**src/rtl/fetch_sequencer.sv**
```systemverilog
// Fetch sequencer: drives the PC and instruction-memory requests, returns fetched instructions.
// Redirects that occur while a request is still outstanding are handled by draining that request.
module fetch_sequencer #(
    parameter logic [71:0] RESET_PC = 72'h0
) (
    input  logic        clk,
    input  logic        rst,
    input  logic        stall,
    input  logic        branch,
    input  logic [54:0] branch_addr,
    input  logic        jump,
    input  logic [67:0] jump_addr,
    output logic        imem_req,
    output logic [71:0] imem_addr,
    input  logic        imem_ack,
    input  logic [59:0] imem_data,
    output logic [71:0] pc,
    output logic        inst_valid,
    output logic [59:0] inst,
    output logic [71:0] inst_pc
);

    typedef enum logic [1:0] {
        IDLE  = 2'd0,
        FETCH = 2'd1,
        DRAIN = 2'd2
    } state_t;

    state_t      state;
    state_t      state_nxt;
    logic [71:0] pc_nxt;
    logic [71:0] req_addr;
    logic [71:0] req_addr_nxt;
    logic [71:0] target;
    logic        redirect;
    logic        capture;

    assign redirect = jump | branch;
    assign target   = jump ? {4'h0, jump_addr} : {17'h0, branch_addr};

    always_comb begin
        state_nxt    = state;
        pc_nxt       = pc;
        req_addr_nxt = req_addr;
        imem_req     = 1'b0;
        imem_addr    = pc;
        capture      = 1'b0;
        unique case (state)
            IDLE: begin
                state_nxt = FETCH;
                if (redirect) pc_nxt = target;
            end
            FETCH: begin
                imem_req = !stall;
                if (redirect) begin
                    pc_nxt = target;
                    // Request in flight: keep presenting the old address until it completes
                    if (imem_req && !imem_ack) begin
                        state_nxt    = DRAIN;
                        req_addr_nxt = pc;
                    end
                end else if (imem_req && imem_ack) begin
                    capture = 1'b1;
                    pc_nxt  = pc + 72'd1;
                end
            end
            DRAIN: begin
                imem_req  = 1'b1;
                imem_addr = req_addr;
                if (imem_ack) state_nxt = FETCH;
                if (redirect) pc_nxt = target;
            end
            default: state_nxt = IDLE;
        endcase
    end

    always_ff @(posedge clk) begin
        if (rst) begin
            state      <= IDLE;
            pc         <= RESET_PC;
            req_addr   <= RESET_PC;
            inst_valid <= 1'b0;
            inst       <= 60'h0;
            inst_pc    <= 72'h0;
        end else begin
            state      <= state_nxt;
            pc         <= pc_nxt;
            req_addr   <= req_addr_nxt;
            inst_valid <= capture;
            if (capture) begin
                inst    <= imem_data;
                inst_pc <= pc;
            end
        end
    end

endmodule

```
**config.mk**
```make
export PLATFORM = sky130hd
export DESIGN_NAME = fetch_sequencer
export DESIGN_NICKNAME = d
export VERILOG_FILES = /design/src/rtl/fetch_sequencer.sv
export SDC_FILE = /design/constraint.sdc
export NUM_CORES = 1
export LEC_CHECK = 0
export CORE_AREA = 2 2 182 184
export CTS_CLUSTER_DIAMETER = 120
export CTS_CLUSTER_SIZE = 25
export DETAILED_ROUTE_END_ITERATION = 6
export DIE_AREA = 0 0 184 186
export PLACE_DENSITY = 0.86
export SYNTH_ARGS = -nofsm -noshare
export SYNTH_HDL_FRONTEND = slang
export SYNTH_SLANG_ARGS = --single-unit
```
**constraint.sdc**
```tcl
create_clock -name clk -period 8.8 [get_ports clk]
set_clock_uncertainty 0.1 [all_clocks]
set_input_delay 2.2 -clock clk [delete_from_list [all_inputs] [get_ports clk]]
set_output_delay 2.2 -clock clk [all_outputs]
set_load 0.1 [all_outputs]
```
==> results.sh, run 1 <==
export IMPL_yosysWarnings=0
export IMPL_peakVddDrop_v=0.000191
export IMPL_hold_path_end="inst_pc[58]"
export IMPL_setup_slack_ns=2.09
export IMPL_route_detailed_wl_per_inst_um=20.2
export IMPL_synth_edf_count=0
export IMPL_grt_pass1_wl_um=76900
export IMPL_syn_area_per_cell_um2=7.60
export IMPL_hold_path_depth=2
export IMPL_drt_pass1_iter_count=6
export IMPL_cts_path_max_buffers=3
export IMPL_io_pins=467
export IMPL_rsz0062_at_grt="false"
export IMPL_cts_made_buffers=15
export IMPL_final_setup_viol_count=0
export IMPL_die_w_um=184
export IMPL_grt_usage=0.281
export IMPL_startpoint_type="input pin"
export IMPL_gp_congestion=0.903
export IMPL_reg2reg_depth=6
export IMPL_cts_htree_levels=1
export IMPL_drc=0
export IMPL_ys_seq_elements=279
export IMPL_setup_tns_ns=0
export IMPL_cp_data_required_time_ns=6.50
export IMPL_crit_type="in -> out"
export IMPL_clock_tree_root_cell="clkbuf_16"
export IMPL_p_per_area_nw_per_um2=169
export IMPL_tritoncts="done"
export IMPL_via_count=14927
export IMPL_clkLatencyLatePin_ns=0.51
export IMPL_rr_endpoint="pc[44]"
export IMPL_core_area_um2=32200
export IMPL_wirelength_um=51000
export IMPL_seqCellArea_um2=5590
export IMPL_fmax_mhz=149
export IMPL_max_slew_worst_pin_slew_ns=1.28
export IMPL_hp_start="inst_pc[58]"
export IMPL_relSlewSlack=0.136
export IMPL_drv_cap=0
export IMPL_post_cts_setup_buffers=0
export IMPL_outcome="finished, final reports clean"
export IMPL_area_growth_pct=38.0
export IMPL_dp_slack_ns=2.10
export IMPL_overflow=0
export IMPL_hpwl_um=35700
export IMPL_synthTopCellsByCount="nand2_1 (480), dfxtp_1 (279), a21oi_1 (268), clkbuf_1 (144), mux2_2 (67)"
export IMPL_total_power_mw=3.15
export IMPL_yosysSeqAreaShare=0.412
export IMPL_start_util=0.421
export IMPL_yosys_top_cells_area="dfxtp_1 (41%), nand2_1 (13%), a21oi_1 (9.9%), mux2_2 (5.6%), clkbuf_1 (4.0%)"
export IMPL_n_fill_cell=2794
export IMPL_grt_pass1_vias=14044
export IMPL_netlist_area_leader_share=0.412
export IMPL_numPortBuffers=466
export IMPL_cts_resized=0
export IMPL_syn_inst=1783
export IMPL_synth_nets=1977
export IMPL_drv_slew=0
export IMPL_grt_max_degree=112
export IMPL_min_period_ns=6.71
export IMPL_clk_pin_slew_worst_paths_ns=0.10
export IMPL_synth_flop_cell="dfxtp_1"
export IMPL_vias_per_cell=5.90
export IMPL_yosysMostFrequentCell="nand2_1"
export IMPL_end_kind="output pin"
export IMPL_drt_iter0_drc=1584
export IMPL_antenna_found_initial=1
export IMPL_async_flop_share=0
export IMPL_cts_hold_buf=0
export IMPL_num_rows=66
export IMPL_cp_arrival_ns=4.41
export IMPL_die_h_um=186
export IMPL_fin_util=0.580
export IMPL_multi_input_area_um2=7310
export IMPL_crit_reg2reg_launch="state[1]"
export IMPL_yosysTopAreaCell="dfxtp_1"
export IMPL_r2r_setup_slack_ns=4.99
export IMPL_hold_violations=0
export IMPL_netlist_area_um2=13500
export IMPL_drive_above_1_share=0.0604
export IMPL_hold_path_class="reg -> reg"
export IMPL_synth_distinct_cells=67
export IMPL_crit_fanout=4
export IMPL_clock_sinks=279
export IMPL_die_area_um2=34200
export IMPL_leakage_nw=6.13
export IMPL_finalCritPeriodShare=0.763
export IMPL_nets=2314
export IMPL_drtAntennaViolNets=0
## sequential cells by signal, indices dropped and copies added (netlist names)
| signal | cells |
|---|---|
| inst_pc | 72 |
| pc | 72 |
| req_addr | 72 |
| state | 2 |
| inst_valid | 1 |
| inst | 60 |
## cells in the final DEF (no fill, tap or decap), types with 7 or more instances in the layout
master / Yosys / layout
nand2_1: 480 / 479
clkdlybuf4s50_1: 0 / 464
dfxtp_1: 279 / 279
a21oi_1: 268 / 268
mux2_2: 67 / 67
nor2_1: 64 / 63
o21ai_0: 56 / 56
mux2i_1: 44 / 44
nor3_1: 37 / 37
nand3_1: 36 / 35
nand4_1: 31 / 31
nor4_1: 29 / 26
a31oi_1: 20 / 20
buf_4: 0 / 20
o211ai_1: 19 / 19
inv_1: 18 / 18
clkbuf_16: 0 / 15
and3_1: 15 / 14
or3_1: 14 / 14
or4_1: 13 / 12
o32ai_1: 9 / 9
a211oi_1: 8 / 8
a22oi_1: 8 / 8
o22ai_1: 7 / 7
## area by class of cell
class / count / area share
repair buffers: 485 / 0.257
multi-input cells: 1320 / 0.391
flip-flops and latches: 279 / 0.299
clock inverters: 1 / 0.00161
diodes: 1 / 0.000134
inverters: 19 / 0.00382
clock buffers: 15 / 0.0201
well taps: 408 / 0.0273
## through the flow
stage	cells	hold slack (ns)	instance area (µm²)
2_1_floorplan	1783	0.333	13500
3_3_place_gp	2511	0.339	18300
3_5_place_dp	2511	0.343	18300
4_1_cts	2527	0.359	18700
5_1_grt	2528	0.375	18700
6_report	2528	0.358	18700
## critical path, stage by stage
cell and delay (ns):
clkdlybuf4s50_1 0.47, nor2_1 0.39, o21a_1 0.20, clkdlybuf4s50_1 1.14
## report_power, final
part / internal [mW] / switching [mW] / total, mW
Combinational: 0.277 / 0.719 / 0.996
Clock: 0.316 / 0.438 / 0.754
Sequential: 1.30 / 0.0953 / 1.40
## cell families after synthesis
logic type | after synthesis | share of synthesized area
DFF | 279 | 0.412
muxes | 111 | 0.0882
buffers and inverters | 184 | 0.0528
and+or+nand+nor | 754 | 0.249
AOI/OAI and AO/OA | 450 | 0.193
adders and majority gates | 5 | 0.00462
## worst max-delay path by stage
| stage | startpoint | end | slack (ns) | cells after the start |
|---|---|---|---|---|
| after floorplan | pc[43] | imem_addr[43] | 3.05 | 3 |
| after global placement | stall | imem_req | 2.09 | 4 |
| after detailed placement | stall | imem_req | 2.10 | 4 |
| after CTS | stall | imem_req | 2.09 | 4 |
| after global routing | stall | imem_req | 2.03 | 4 |
| final | stall | imem_req | 2.09 | 4 |
## metal layers
layer,track usage,vias to the layer above,share of wire
met2,0.480,842,0.48
met3,0.0638,152,0.099
met5,0,-,0
met1,0.335,7036,0.38
met4,0.131,0,0.044
li1,-,6897,-
Power figures use the tool's default switching activity.
==> run 2, diff against run 1 <==
- clock period: 8.8 -> 6.6 ns (I/O delays scaled with it)
==> run 2 against run 1 <==
The run now ends with design-rule violations left. Utilization up 0.082 points. Setup slack worse by 0.88 ns. First-iteration DRC count down 5.6%. Clock power up 35%. Total power up 34%. Combinational power up 34%. Cell count up 0.12%. Global-route usage up 0.38 points. Flip-flop and latch count unchanged. Cell area up 0.14%. Die area unchanged. Wire length up 1.4%. Largest power group unchanged. Highest routed layer unchanged.
==> results.sh, run 2 (synthesis results as in run 1) <==
export IMPL_placed_area_um2=18300
export IMPL_layout_commonest_cell="nand2_1"
export IMPL_tritoncts="done"
export IMPL_hold_violations=0
export IMPL_min_period_ns=5.39
export IMPL_crit_fanout=58
export IMPL_gp_congestion=0.948
export IMPL_swShare=0.399
export IMPL_drv_cap=0
export IMPL_hpwl_um=36500
export IMPL_overflow=0
export IMPL_drc=1
export IMPL_intPower_mw=2.53
export IMPL_area_growth_pct=38.2
export IMPL_peakVddDrop_v=0.000176
export IMPL_crit_reg2reg_launch="pc[0]"
export IMPL_drt_iter0_drc=1496
export IMPL_max_slew_worst_pin_slew_ns=1.12
export IMPL_cts_hold_buf=0
export IMPL_hp_start="req_addr[9]"
export IMPL_relSlewSlack=0.247
export IMPL_clock_tree_root_cell="clkbuf_16"
export IMPL_violations="design-rule violations"
export IMPL_final_cell_mix="nand2_1 (479), clkdlybuf4s50_1 (463), dfxtp_1 (279), a21oi_1 (268), mux2_2 (67)"
export IMPL_die_w_um=184
export IMPL_outcome="finished, violations left"
export IMPL_end_kind="output pin"
export IMPL_r2r_setup_slack_ns=2.79
export IMPL_grt_max_degree=118
export IMPL_post_cts_setup_buffers=0
export IMPL_crit_type="reg -> out"
export IMPL_final_area_um2=18700
export IMPL_cts_htree_levels=1
export IMPL_core_area_um2=32200
export IMPL_start_util=0.421
export IMPL_reg2reg_depth=6
export IMPL_final_setup_viol_count=0
export IMPL_rsz0062_at_grt="false"
export IMPL_cts_resized=0
export IMPL_cp_startpoint="state[0]"
export IMPL_grt_usage=0.285
export IMPL_seqPwrFrac=0.443
export IMPL_rr_endpoint="pc[60]"
export IMPL_die_h_um=186
export IMPL_fmax_mhz=185
export IMPL_p_per_area_nw_per_um2=225
export IMPL_startpoint_type="flip-flop"
export IMPL_leakage_nw=6.15
export IMPL_cts_path_max_buffers=3
export IMPL_num_rows=66
export IMPL_grt_pass1_wl_um=78300
export IMPL_fin_util=0.581
export IMPL_nets=2317
export IMPL_clk_pin_slew_worst_paths_ns=0.10
export IMPL_cp_data_required_time_ns=4.85
export IMPL_p_switching_mw=1.69
export IMPL_drive_above_1_share=0.0626
export IMPL_route_detailed_wl_per_inst_um=20.4
export IMPL_antennaDiodeCount=0
export IMPL_cts_made_buffers=15
export IMPL_die_area_um2=34200
export IMPL_finalCritPeriodShare=0.817
export IMPL_critPathCapture="imem_addr[19]"
export IMPL_io_pins=467
export IMPL_drt_pass1_iter_count=7
export IMPL_clkLatencyLatePin_ns=0.53
export IMPL_setup_tns_ns=0
export IMPL_via_count=15077
export IMPL_grt_pass1_vias=14298
export IMPL_numPortBuffers=466
export IMPL_pwr_share_comb=0.315
export IMPL_antenna_found_initial=0
export IMPL_wirelength_um=51700
export IMPL_cp_arrival_ns=3.64
export IMPL_drtAntennaViolNets=0
export IMPL_power_frac_clock=0.243
export IMPL_vias_per_cell=5.96
export IMPL_clock_sinks=279
export IMPL_drv_slew=0
export IMPL_top_regs="inst_pc x72, pc x72, req_addr x72"
export IMPL_hold_path_class="reg -> reg"
export IMPL_total_power_mw=4.22
## run 2: per-stage QoR
step,cells,setup slack [ns],hold WS (ns)
floorplan,1783,1.40,0.333
global placement,2514,1.74,0.338
detailed placement,2514,1.61,0.344
CTS,2531,1.18,0.359
global route,2531,1.07,0.372
finish,2531,1.21,0.357
## run 2: cell type report
type / instances / area (µm²)
Timing Repair Buffer: 488 / 4830
Inverter: 19 / 71.3
Fill cell: 2807 / 13500
Multi-Input combinational cell: 1320 / 7310
Sequential cell: 279 / 5590
Clock inverter: 2 / 38.8
Tap cell: 408 / 510
Clock buffer: 15 / 375
## run 2: per-layer routing
metal | vias up | share of wire | GRT usage
li1 | 6906 | - | -
met2 | 906 | 0.49 | 0.494
met4 | 0 | 0.038 | 0.113
met3 | 164 | 0.096 | 0.0624
met5 | - | 0 | 0
met1 | 7101 | 0.38 | 0.343
## run 2: power by group through the flow
| stage | Sequential (mW) | Combinational [mW] | Clock, mW |
|---|---|---|---|
| 2_1_floorplan | 2.17 | 0.634 | 0 |
| 3_3_place_gp | 1.90 | 1.30 | 0 |
| 3_5_place_dp | 1.90 | 1.32 | 0 |
| 4_1_cts | 1.86 | 1.32 | 1.04 |
| 5_1_grt | 1.88 | 1.37 | 1.09 |
| 6_report | 1.87 | 1.33 | 1.02 |
## run 2: worst min path at each step
stage                              end  slack (ns)  depth (start not counted)
final                      req_addr[9]        0.36                          2
after CTS                     inst[33]        0.36                          2
after floorplan            req_addr[0]        0.33                          2
after detailed placement  req_addr[51]        0.34                          2
after global routing       req_addr[3]        0.37                          2
after global placement    req_addr[47]        0.34                          2
## run 2: worst max-delay path: stages, from the launching register on
cell and delay, ns:
dfxtp_1 0.34, inv_1 0.13, ha_4 0.71, buf_4 0.51, mux2_2 0.24, clkdlybuf4s50_1 1.15
==> run 3, diff against run 2 <==
- clock period: 6.6 -> 5.21 ns (I/O delays scaled with it)
==> run 3 against run 2 <==
The flow now finishes without violations. Non-clock buffer count rose by 5. Global-route usage increased by 0.34 points. Wire length rose by 0.52%. Clock power increased by 26%. Utilization is 0.21 points higher. Via count shrank 0.97%. Flip-flop and latch count stayed put. Hold slack improved by 0.00088 ns. Die area unchanged. Cell area up 0.36%. Clock-buffer cell count unchanged.
==> results.sh, run 3 (synthesis results as in run 1) <==
export IMPL_use_met3=0.0571
export IMPL_die_h_um=186
export IMPL_dpl_cell_count=2519
export IMPL_hpwl_um=36400
export IMPL_drv_slew=0
export IMPL_final_cell_mix="nand2_1 (479), clkdlybuf4s50_1 (457), dfxtp_1 (279), a21oi_1 (268), mux2_2 (67)"
export IMPL_min_period_ns=4.86
export IMPL_outcome="finished, final reports clean"
export IMPL_cts_made_buffers=15
export IMPL_intPower_mw=3.22
export IMPL_peakVddDrop_v=0.000268
export IMPL_die_w_um=184
export IMPL_rsz0062_at_grt="false"
export IMPL_route_detailed_wl_per_inst_um=20.5
export IMPL_post_cts_setup_buffers=0
export IMPL_finalCritPeriodShare=0.933
export IMPL_numPortBuffers=466
export IMPL_total_power_mw=5.34
export IMPL_cts_path_max_buffers=3
export IMPL_critPathSlowestCell="clkdlybuf4s50_1"
export IMPL_drv_cap=0
export IMPL_clkLatencyLatePin_ns=0.51
export IMPL_crit_fanout=82
export IMPL_max_slew_worst_pin_slew_ns=1.29
export IMPL_drt_iter0_drc=1479
export IMPL_cp_num_buf_inv=2
export IMPL_grt_pass1_vias=14416
export IMPL_die_area_um2=34200
export IMPL_pwr_share_comb=0.316
export IMPL_nets=2322
export IMPL_gp_congestion=0.948
export IMPL_area_growth_pct=38.7
export IMPL_setup_slack_ns=0.347
export IMPL_power_frac_clock=0.241
export IMPL_cp_data_required_time_ns=3.81
export IMPL_p_per_area_nw_per_um2=284
export IMPL_busiest_layer="met2"
export IMPL_hold_path_class="reg -> reg"
export IMPL_cp_arrival_ns=3.46
export IMPL_fmax_mhz=206
export IMPL_vias_per_cell=5.88
export IMPL_drive_above_1_share=0.0677
export IMPL_setup_tns_ns=0
export IMPL_clock_tree_root_cell="clkbuf_16"
export IMPL_p_switching_mw=2.12
export IMPL_hold_violations=0
export IMPL_clock_sinks=279
export IMPL_drt_pass1_iter_count=6
export IMPL_num_rows=66
export IMPL_relSlewSlack=0.130
export IMPL_final_setup_viol_count=0
export IMPL_cts_htree_levels=1
export IMPL_grt_usage=0.288
export IMPL_final_area_um2=18800
export IMPL_overflow=0
export IMPL_max_stage_delay_ns=1.14
export IMPL_start_util=0.421
export IMPL_placed_area_um2=18400
export IMPL_grtUsageMet1=0.346
export IMPL_grtUsageMet2=0.504
export IMPL_fin_cells=2539
export IMPL_seqPwrFrac=0.443
export IMPL_startpoint_type="flip-flop"
export IMPL_end_kind="output pin"
export IMPL_leakage_nw=6.20
export IMPL_clk_pin_slew_worst_paths_ns=0.10
export IMPL_drtAntennaViolNets=0
export IMPL_tritoncts="done"
export IMPL_grt_pass1_wl_um=79100
export IMPL_layout_commonest_cell="nand2_1"
export IMPL_antenna_found_initial=3
export IMPL_dp_slack_ns=0.875
export IMPL_drc=0
export IMPL_crit_type="reg -> out"
export IMPL_grt_max_degree=133
export IMPL_cts_hold_buf=0
export IMPL_top_regs="inst_pc x72, pc x72, req_addr x72"
export IMPL_swShare=0.398
export IMPL_via_count=14931
export IMPL_wirelength_um=51900
export IMPL_cp_top_family="buffers and inverters"
export IMPL_io_pins=467
export IMPL_path_cells="inv_1, ha_4, mux2_2, clkdlybuf4s50_1"
export IMPL_core_area_um2=32200
export IMPL_cts_resized=0
[run 3: cell types whose count changed in the layout (fill, tap and decap cells not counted), sizes merged]
cell and change:
diode +3, buf +11, clkdlybuf4s50 -6
[run 3: worst paths after layout]
check	depth (start not counted)	slack, ns	from	endpoint
max	4	0.35	state[0]	imem_addr[53]
min reg2reg	2	0.36	req_addr[47]	req_addr[47]
min	2	0.36	req_addr[47]	req_addr[47]
max reg2reg	6	1.50	pc[1]	pc[64]
[run 3: layout make-up]
cell class	instances	area (µm²)
Antenna cell	3	7.51
Clock buffer	15	375
Clock inverter	2	38.8
Fill cell	2819	13400
Inverter	19	71.3
Multi-Input combinational cell	1320	7310
Sequential cell	279	5590
Tap cell	408	510
Timing Repair Buffer	493	4890
[run 3: per-stage QoR]
stage,hold slack (ns),util
final,0.358,0.583
after global routing,0.378,0.583
after CTS,0.359,0.583
after detailed placement,0.345,0.570
after global placement,0.340,0.570
after floorplan,0.333,-
[run 3: metal layers]
layer | part of all wire | vias up | wire (µm)
met5 | 0 | - | 0
met1 | 0.38 | 6979 | 19700
met3 | 0.093 | 145 | 4820
met2 | 0.49 | 880 | 25500
met4 | 0.037 | 0 | 1940
li1 | - | 6927 | -
[run 3: worst min-delay path: cells and delay by family (launching register included)]
kind | cells | cell delay, ns
and+or+nand+nor | 1 | 0.05
DFF | 1 | 0.32
AOI/OAI and AO/OA | 1 | 0.05
[run 3: power by group through the flow]
| stage | registers [mW] | clock network, mW | logic, mW |
|---|---|---|---|
| global placement | 2.40 | 0 | 1.65 |
| detailed placement | 2.41 | 0 | 1.67 |
| finish | 2.37 | 1.29 | 1.69 |
| floorplan | 2.75 | 0 | 0.803 |
| global route | 2.38 | 1.37 | 1.75 |
| CTS | 2.36 | 1.31 | 1.68 |
